## config.mk

```make
export PLATFORM = sky130hd
export DESIGN_NAME = pcileech_board_ctl
export DESIGN_NICKNAME = d
export VERILOG_FILES = /design/src/rtl/pcileech_board_ctl.sv
export SDC_FILE = /design/constraint.sdc
export NUM_CORES = 1
export LEC_CHECK = 0
export ABC_AREA = 1
export CORE_MARGIN = 8
export CORE_UTILIZATION = 49
export CTS_CLUSTER_SIZE = 25
export DETAILED_ROUTE_END_ITERATION = 7
export GPL_ROUTABILITY_DRIVEN = 1
export GPL_TIMING_DRIVEN = 1
export PLACE_DENSITY_LB_ADDON = 0.1
export SYNTH_ARGS = -nofsm -noshare
export SYNTH_HDL_FRONTEND = slang
export SYNTH_SLANG_ARGS = --single-unit
```

## constraint.sdc

```tcl
create_clock -name clk -period 2.3 [get_ports clk]
set_input_delay 0.23 -clock clk [delete_from_list [all_inputs] [get_ports clk]]
set_output_delay 0.23 -clock clk [all_outputs]
set_load 0.1 [all_outputs]
```

## src/rtl/pcileech_board_ctl.sv

```systemverilog
// Board-support controller: debounced buttons, sequenced downstream reset and
// per-LED display modes (off/on/blink/activity) with optional output inversion.
module pcileech_board_ctl #(
  parameter int NUM_BTN         = 2,
  parameter int NUM_LED         = 2,
  parameter int RST_BTN_IDX     = 1,
  parameter int DEBOUNCE_CYCLES = 100000,
  parameter int RST_HOLD_CYCLES = 1024,
  parameter int BLINK_DIV_LOG2  = 24,
  parameter int STRETCH_CYCLES  = 2**20
) (
  input  logic                 clk,
  input  logic                 rst,
  input  logic [NUM_BTN-1:0]   btn_n,
  output logic [NUM_BTN-1:0]   btn_level,
  output logic [NUM_BTN-1:0]   btn_press,
  output logic                 rst_sys,
  input  logic [2*NUM_LED-1:0] led_mode,
  input  logic [NUM_LED-1:0]   led_act,
  input  logic [NUM_LED-1:0]   led_invert,
  output logic [NUM_LED-1:0]   led_out
);

  localparam int DB_W = $clog2(DEBOUNCE_CYCLES);
  localparam int HC_W = (RST_HOLD_CYCLES > 1) ? $clog2(RST_HOLD_CYCLES) : 1;
  localparam int SC_W = $clog2(STRETCH_CYCLES + 1);
  localparam logic [DB_W-1:0] DB_MAX  = DB_W'(DEBOUNCE_CYCLES - 1);
  localparam logic [HC_W-1:0] HC_MAX  = HC_W'(RST_HOLD_CYCLES - 1);
  localparam logic [SC_W-1:0] SC_LOAD = SC_W'(STRETCH_CYCLES);

  typedef enum logic [1:0] {S_HOLD, S_RUN, S_BTN} state_t;

  logic [NUM_BTN-1:0] sync1_q, sync2_q;
  logic [NUM_BTN-1:0] stable_q, stable_d;
  logic [NUM_BTN-1:0] press_q, press_d;
  logic [DB_W-1:0]    db_cnt_q [NUM_BTN];
  logic [DB_W-1:0]    db_cnt_d [NUM_BTN];

  state_t             state_q, state_d;
  logic [HC_W-1:0]    hcnt_q, hcnt_d;
  logic               rst_sys_q, rst_sys_d;

  logic [BLINK_DIV_LOG2-1:0] blink_cnt_q, blink_cnt_d;
  logic [SC_W-1:0]    scnt_q [NUM_LED];
  logic [SC_W-1:0]    scnt_d [NUM_LED];
  logic [NUM_LED-1:0] led_out_q, led_out_d;

  // Debounce: a level must differ from the accepted state for DEBOUNCE_CYCLES
  // consecutive cycles; any return to the accepted level restarts the count.
  always_comb begin
    for (int b = 0; b < NUM_BTN; b++) begin
      stable_d[b] = stable_q[b];
      db_cnt_d[b] = '0;
      if (sync2_q[b] != stable_q[b]) begin
        if (db_cnt_q[b] == DB_MAX) begin
          stable_d[b] = sync2_q[b];
        end else begin
          db_cnt_d[b] = db_cnt_q[b] + 1'b1;
        end
      end
    end
    press_d = stable_d & ~stable_q;
  end

  always_comb begin
    state_d = state_q;
    hcnt_d  = hcnt_q;
    unique case (state_q)
      S_HOLD: begin
        if (stable_q[RST_BTN_IDX]) begin
          state_d = S_BTN;
          hcnt_d  = '0;
        end else if (hcnt_q == HC_MAX) begin
          state_d = S_RUN;
          hcnt_d  = '0;
        end else begin
          hcnt_d = hcnt_q + 1'b1;
        end
      end
      S_RUN: begin
        if (stable_q[RST_BTN_IDX]) state_d = S_BTN;
      end
      S_BTN: begin
        if (!stable_q[RST_BTN_IDX]) begin
          state_d = S_HOLD;
          hcnt_d  = '0;
        end
      end
      default: begin
        state_d = S_HOLD;
        hcnt_d  = '0;
      end
    endcase
    rst_sys_d = (state_d != S_RUN);
  end

  // Activity uses the next stretch value so a strobe shows on led_out one cycle later.
  always_comb begin
    blink_cnt_d = blink_cnt_q + 1'b1;
    for (int l = 0; l < NUM_LED; l++) begin
      if (led_act[l]) begin
        scnt_d[l] = SC_LOAD;
      end else if (scnt_q[l] != '0) begin
        scnt_d[l] = scnt_q[l] - 1'b1;
      end else begin
        scnt_d[l] = scnt_q[l];
      end
      unique case (led_mode[2*l +: 2])
        2'b00:   led_out_d[l] = 1'b0;
        2'b01:   led_out_d[l] = 1'b1;
        2'b10:   led_out_d[l] = blink_cnt_q[BLINK_DIV_LOG2-1];
        default: led_out_d[l] = (scnt_d[l] != '0);
      endcase
      led_out_d[l] = led_out_d[l] ^ led_invert[l];
    end
  end

  always_ff @(posedge clk) begin
    if (rst) begin
      sync1_q     <= '0;
      sync2_q     <= '0;
      stable_q    <= '0;
      press_q     <= '0;
      state_q     <= S_HOLD;
      hcnt_q      <= '0;
      rst_sys_q   <= 1'b1;
      blink_cnt_q <= '0;
      led_out_q   <= '0;
      for (int b = 0; b < NUM_BTN; b++) db_cnt_q[b] <= '0;
      for (int l = 0; l < NUM_LED; l++) scnt_q[l] <= '0;
    end else begin
      sync1_q     <= ~btn_n;
      sync2_q     <= sync1_q;
      stable_q    <= stable_d;
      press_q     <= press_d;
      state_q     <= state_d;
      hcnt_q      <= hcnt_d;
      rst_sys_q   <= rst_sys_d;
      blink_cnt_q <= blink_cnt_d;
      led_out_q   <= led_out_d;
      for (int b = 0; b < NUM_BTN; b++) db_cnt_q[b] <= db_cnt_d[b];
      for (int l = 0; l < NUM_LED; l++) scnt_q[l] <= scnt_d[l];
    end
  end

  assign btn_level = stable_q;
  assign btn_press = press_q;
  assign rst_sys   = rst_sys_q;
  assign led_out   = led_out_q;

endmodule

```

==> qor.yml <==
run_status: "finished, final reports clean"
synth_area_per_cell_um2: 6.97
highest_net_fanout_along_the_worst_path: 13
critPathKind: "reg -> reg"
io_buffers: 18
layoutNonFillerInstCount: 1089
fill_cells: 1088
utilization: 0.594
cts_buffer_depth: 2
combinational_family_with_the_most_area_after_synthesis: "simple AND/OR/NAND/NOR gates"
ys_seq_area_frac: 0.404
final_wl_um: 12500
synthFlopType: "dfxtp_1"
row_count: 40
yosys-top-cells-area: "dfxtp_1 (40%), nor2_1 (10%), nand2_1 (10%), inv_1 (6.6%), nand3_1 (5.7%)"
gr-total-overflow: 0
clkSinkCount: 123
regToRegEndpoint: "led_out[0]$_SDFF_PP0_"
post_synth_mux_area_share: 0
via_count: 5431
wl_per_cell_um: 11.5
hold_viol_final: 0
clock_latency_ps: 420
master_cell_of_the_clock_root_buffer: "clkbuf_16"
postSynthNetCount: 892
total_clock_buffers_created_by_cts: 17
cts.htree.levels: 4
hold_start: "rst"
slew_headroom: 0.605
cts_hold_repair.buffers: 0
reg2reg_from: "scnt_q[0][0]$_SDFF_PP0_"
worst_hold_path.endpoint: "rst_sys$_SDFF_PP1_"
netlist_instances: 874
detailed_place_hpwl_um: 9050
n_antenna_cell: 0
gr-usage-all-layers: 0.163
post-place-cells: 1057
path_buf_inv: 2
vdd_drop_max_v: 0.00102
design.core.area_um2: 12100
maxClockFrequency_mhz: 480
die-area_um2: 16300
nNetsFinal: 926
fin_skew_ps: 6.05
drt_pre_antenna_iters: 5
async_set_reset_flop_share_out_of_synthesis: 0
worst_path_largest_cell_delay_ps: 310
final_period_minus_worst_setup_slack_ps: 2080
synth-warning-count: 0
power-per-cell-area_nw_per_um2: 1600
grt_start_max_net_pins: 50
min_path_cells: 3
critPathLaunchType: "flop"
multiInputGateArea_um2: 3150
report.final.slew_viol_count: 0
synth.lib_cells_used.distinct: 39
wire_length_of_the_first_global_routing_pass_um: 21800
post_synth_xor_area_fraction: 0.0474
antenna_left: 0
cts.clk_slew.worst_paths_ps: 60
route.detailed.drc: 0
fraction_of_the_mapped_netlist_area_in_compound_gates: 0.0637
timing.critical_path.arrival_ps: 2390
critPathTopFamily: "simple AND/OR/NAND/NOR gates"
crit_path_end_kind: "flop"
synth-simple-area-share: 0.391
yosys_register_bits: 123
synth-edff-count: 0
synthDominantAreaCellType: "dfxtp_1"
mostFrequentLayoutCells: "nand2_1 (168), nor2_1 (168), dfxtp_1 (123), inv_1 (107), nand3_1 (69)"
gp_congestion: 0.904
synth_area_in_adders: 0.0123
first_iter_violations: 383
number_of_global_route_vias_before_repair: 4920
report.final.setup_viol: 0
post_drt_via_cell_ratio: 4.99
worst_reg_to_reg_path_cell_count: 14
dieWidth_um: 128
worst-endpoint-required_ps: 2610
worst_pin_slew_ps: 591
grt_antenna_before_repair: 0
ioPinCount: 19
rsz_0062_raised_after_global_routing: "false"
worst_hold_slack_ps: 271
area_growth_pct: 17.7
share_of_the_clock_period_used_by_the_worst_path: 0.905
critical_path.cell_chain: "inv_1, ha_4, nand2_4, nor2_4, nand3_2, buf_4, nand3_1, nand2_1, nor2_1, nand2_1, nor2_1, nand2_1, a21oi_1, nor2_1"
power_w: 0.0114
post_route_cells_drive_above_1_share: 0.101
reg2reg_setup_slack_ps: 220
cell_area_after_technology_mapping_um2: 6090
initial_utilization: 0.505
worst_path_max_delay_cell: "dfxtp_1"
cts_tree: "done"
final-seq-area_um2: 2460
synth_top_area_frac: 0.404
min-delay-path-class: "in -> reg"
leakagePower_nw: 3.10
setup-tns-final_ps: 0
cap_violations: 0
die_y_um: 128
how the worst max path moves through the flow:
stage	start	to	slack, ps	depth (start not counted)
finish	scnt_q[0][0]$_SDFF_PP0_	led_out[0]$_SDFF_PP0_	220	14
global route	scnt_q[0][2]$_SDFF_PP0_	led_out[0]$_SDFF_PP0_	20	12
CTS	scnt_q[0][0]$_SDFF_PP0_	led_out[0]$_SDFF_PP0_	120	14
detailed placement	scnt_q[0][0]$_SDFF_PP0_	led_out[0]$_SDFF_PP0_	140	14
global placement	scnt_q[0][0]$_SDFF_PP0_	led_out[0]$_SDFF_PP0_	230	16
floorplan	btn_level[1]$_SDFF_PP0_	db_cnt_q[0][29]$_SDFF_PP0_	140	7
what timing repair did:
| action | CTS | global route |
|---|---|---|
| hold endpoints to repair | 0 | 0 |
| setup buffers | 0 | 0 |
| setup endpoints to repair | 0 | 3 |
| resized for setup | 0 | 4 |
registers in the layout (all words and copies together) (netlist names), 10 cells and up:
name         count
db_cnt_q        34
hcnt_q          10
scnt_q          42
blink_cnt_q     24
tightest hold or removal path, cell delays in order:
cell and delay [ps]:
buf_2 160, inv_1 120, nand4_1 130
synth_stat cells (2+ instances only):
library cell  count
nor4_1           11
a221oi_1          2
nand2_1         168
nand3_1          69
nor2_1          169
nor2_4            5
ha_1              6
inv_1           107
nand2_2           5
nor2_2           11
dfxtp_1         123
nand3b_1         11
buf_2             7
xor2_1           23
a21oi_1          35
nor3_2            4
buf_1             2
o21a_1            3
xnor2_1          10
nand4_1          23
o21ai_1           2
a211oi_1          3
clkbuf_1          7
nor3_1           22
o21ai_0          22
nand3_2           5
nor3b_1           6
buf_6             2
routing by layer:
metal,share of wire,GRT usage
met4,0.014,0.0546
met1,0.49,0.201
met2,0.46,0.261
met3,0.040,0.0528
met5,0,0
power breakdown:
| part | switching (W) | leakage, nW | total, W | internal [W] |
|---|---|---|---|---|
| clock network | 0.000978 | 0.317 | 0.00293 | 0.00195 |
| registers | 0.000351 | 0.998 | 0.00283 | 0.00248 |
| logic | 0.00355 | 1.79 | 0.00567 | 0.00213 |
logic make-up (layout without fill, tap and decap cells):
family                   count (synthesis)  count (layout)
adder cells (fa/ha/maj)                  6               6
flip-flops                             123             123
AO/OA/AOI/OAI                           71              71
buffers and inverters                  126             173
AND/OR/NAND/NOR                        515             515
XOR/XNOR                                33              33
area by class of cell:
type | instances | area share
Clock buffer | 18 | 0.0613
Inverter | 108 | 0.0565
Multi-Input combinational cell | 625 | 0.440
Tap cell | 168 | 0.0293
Clock inverter | 14 | 0.0300
Timing Repair Buffer | 33 | 0.0394
Sequential cell | 123 | 0.343
through the flow:
stage                     worst slack [ps]  area [µm²]
after floorplan                        144        6090
final                                  219        7170
after CTS                              124        7150
after global placement                 231        6490
after detailed placement               136        6490
after global routing                  20.4        7170
(Power assumes the default switching activity.)
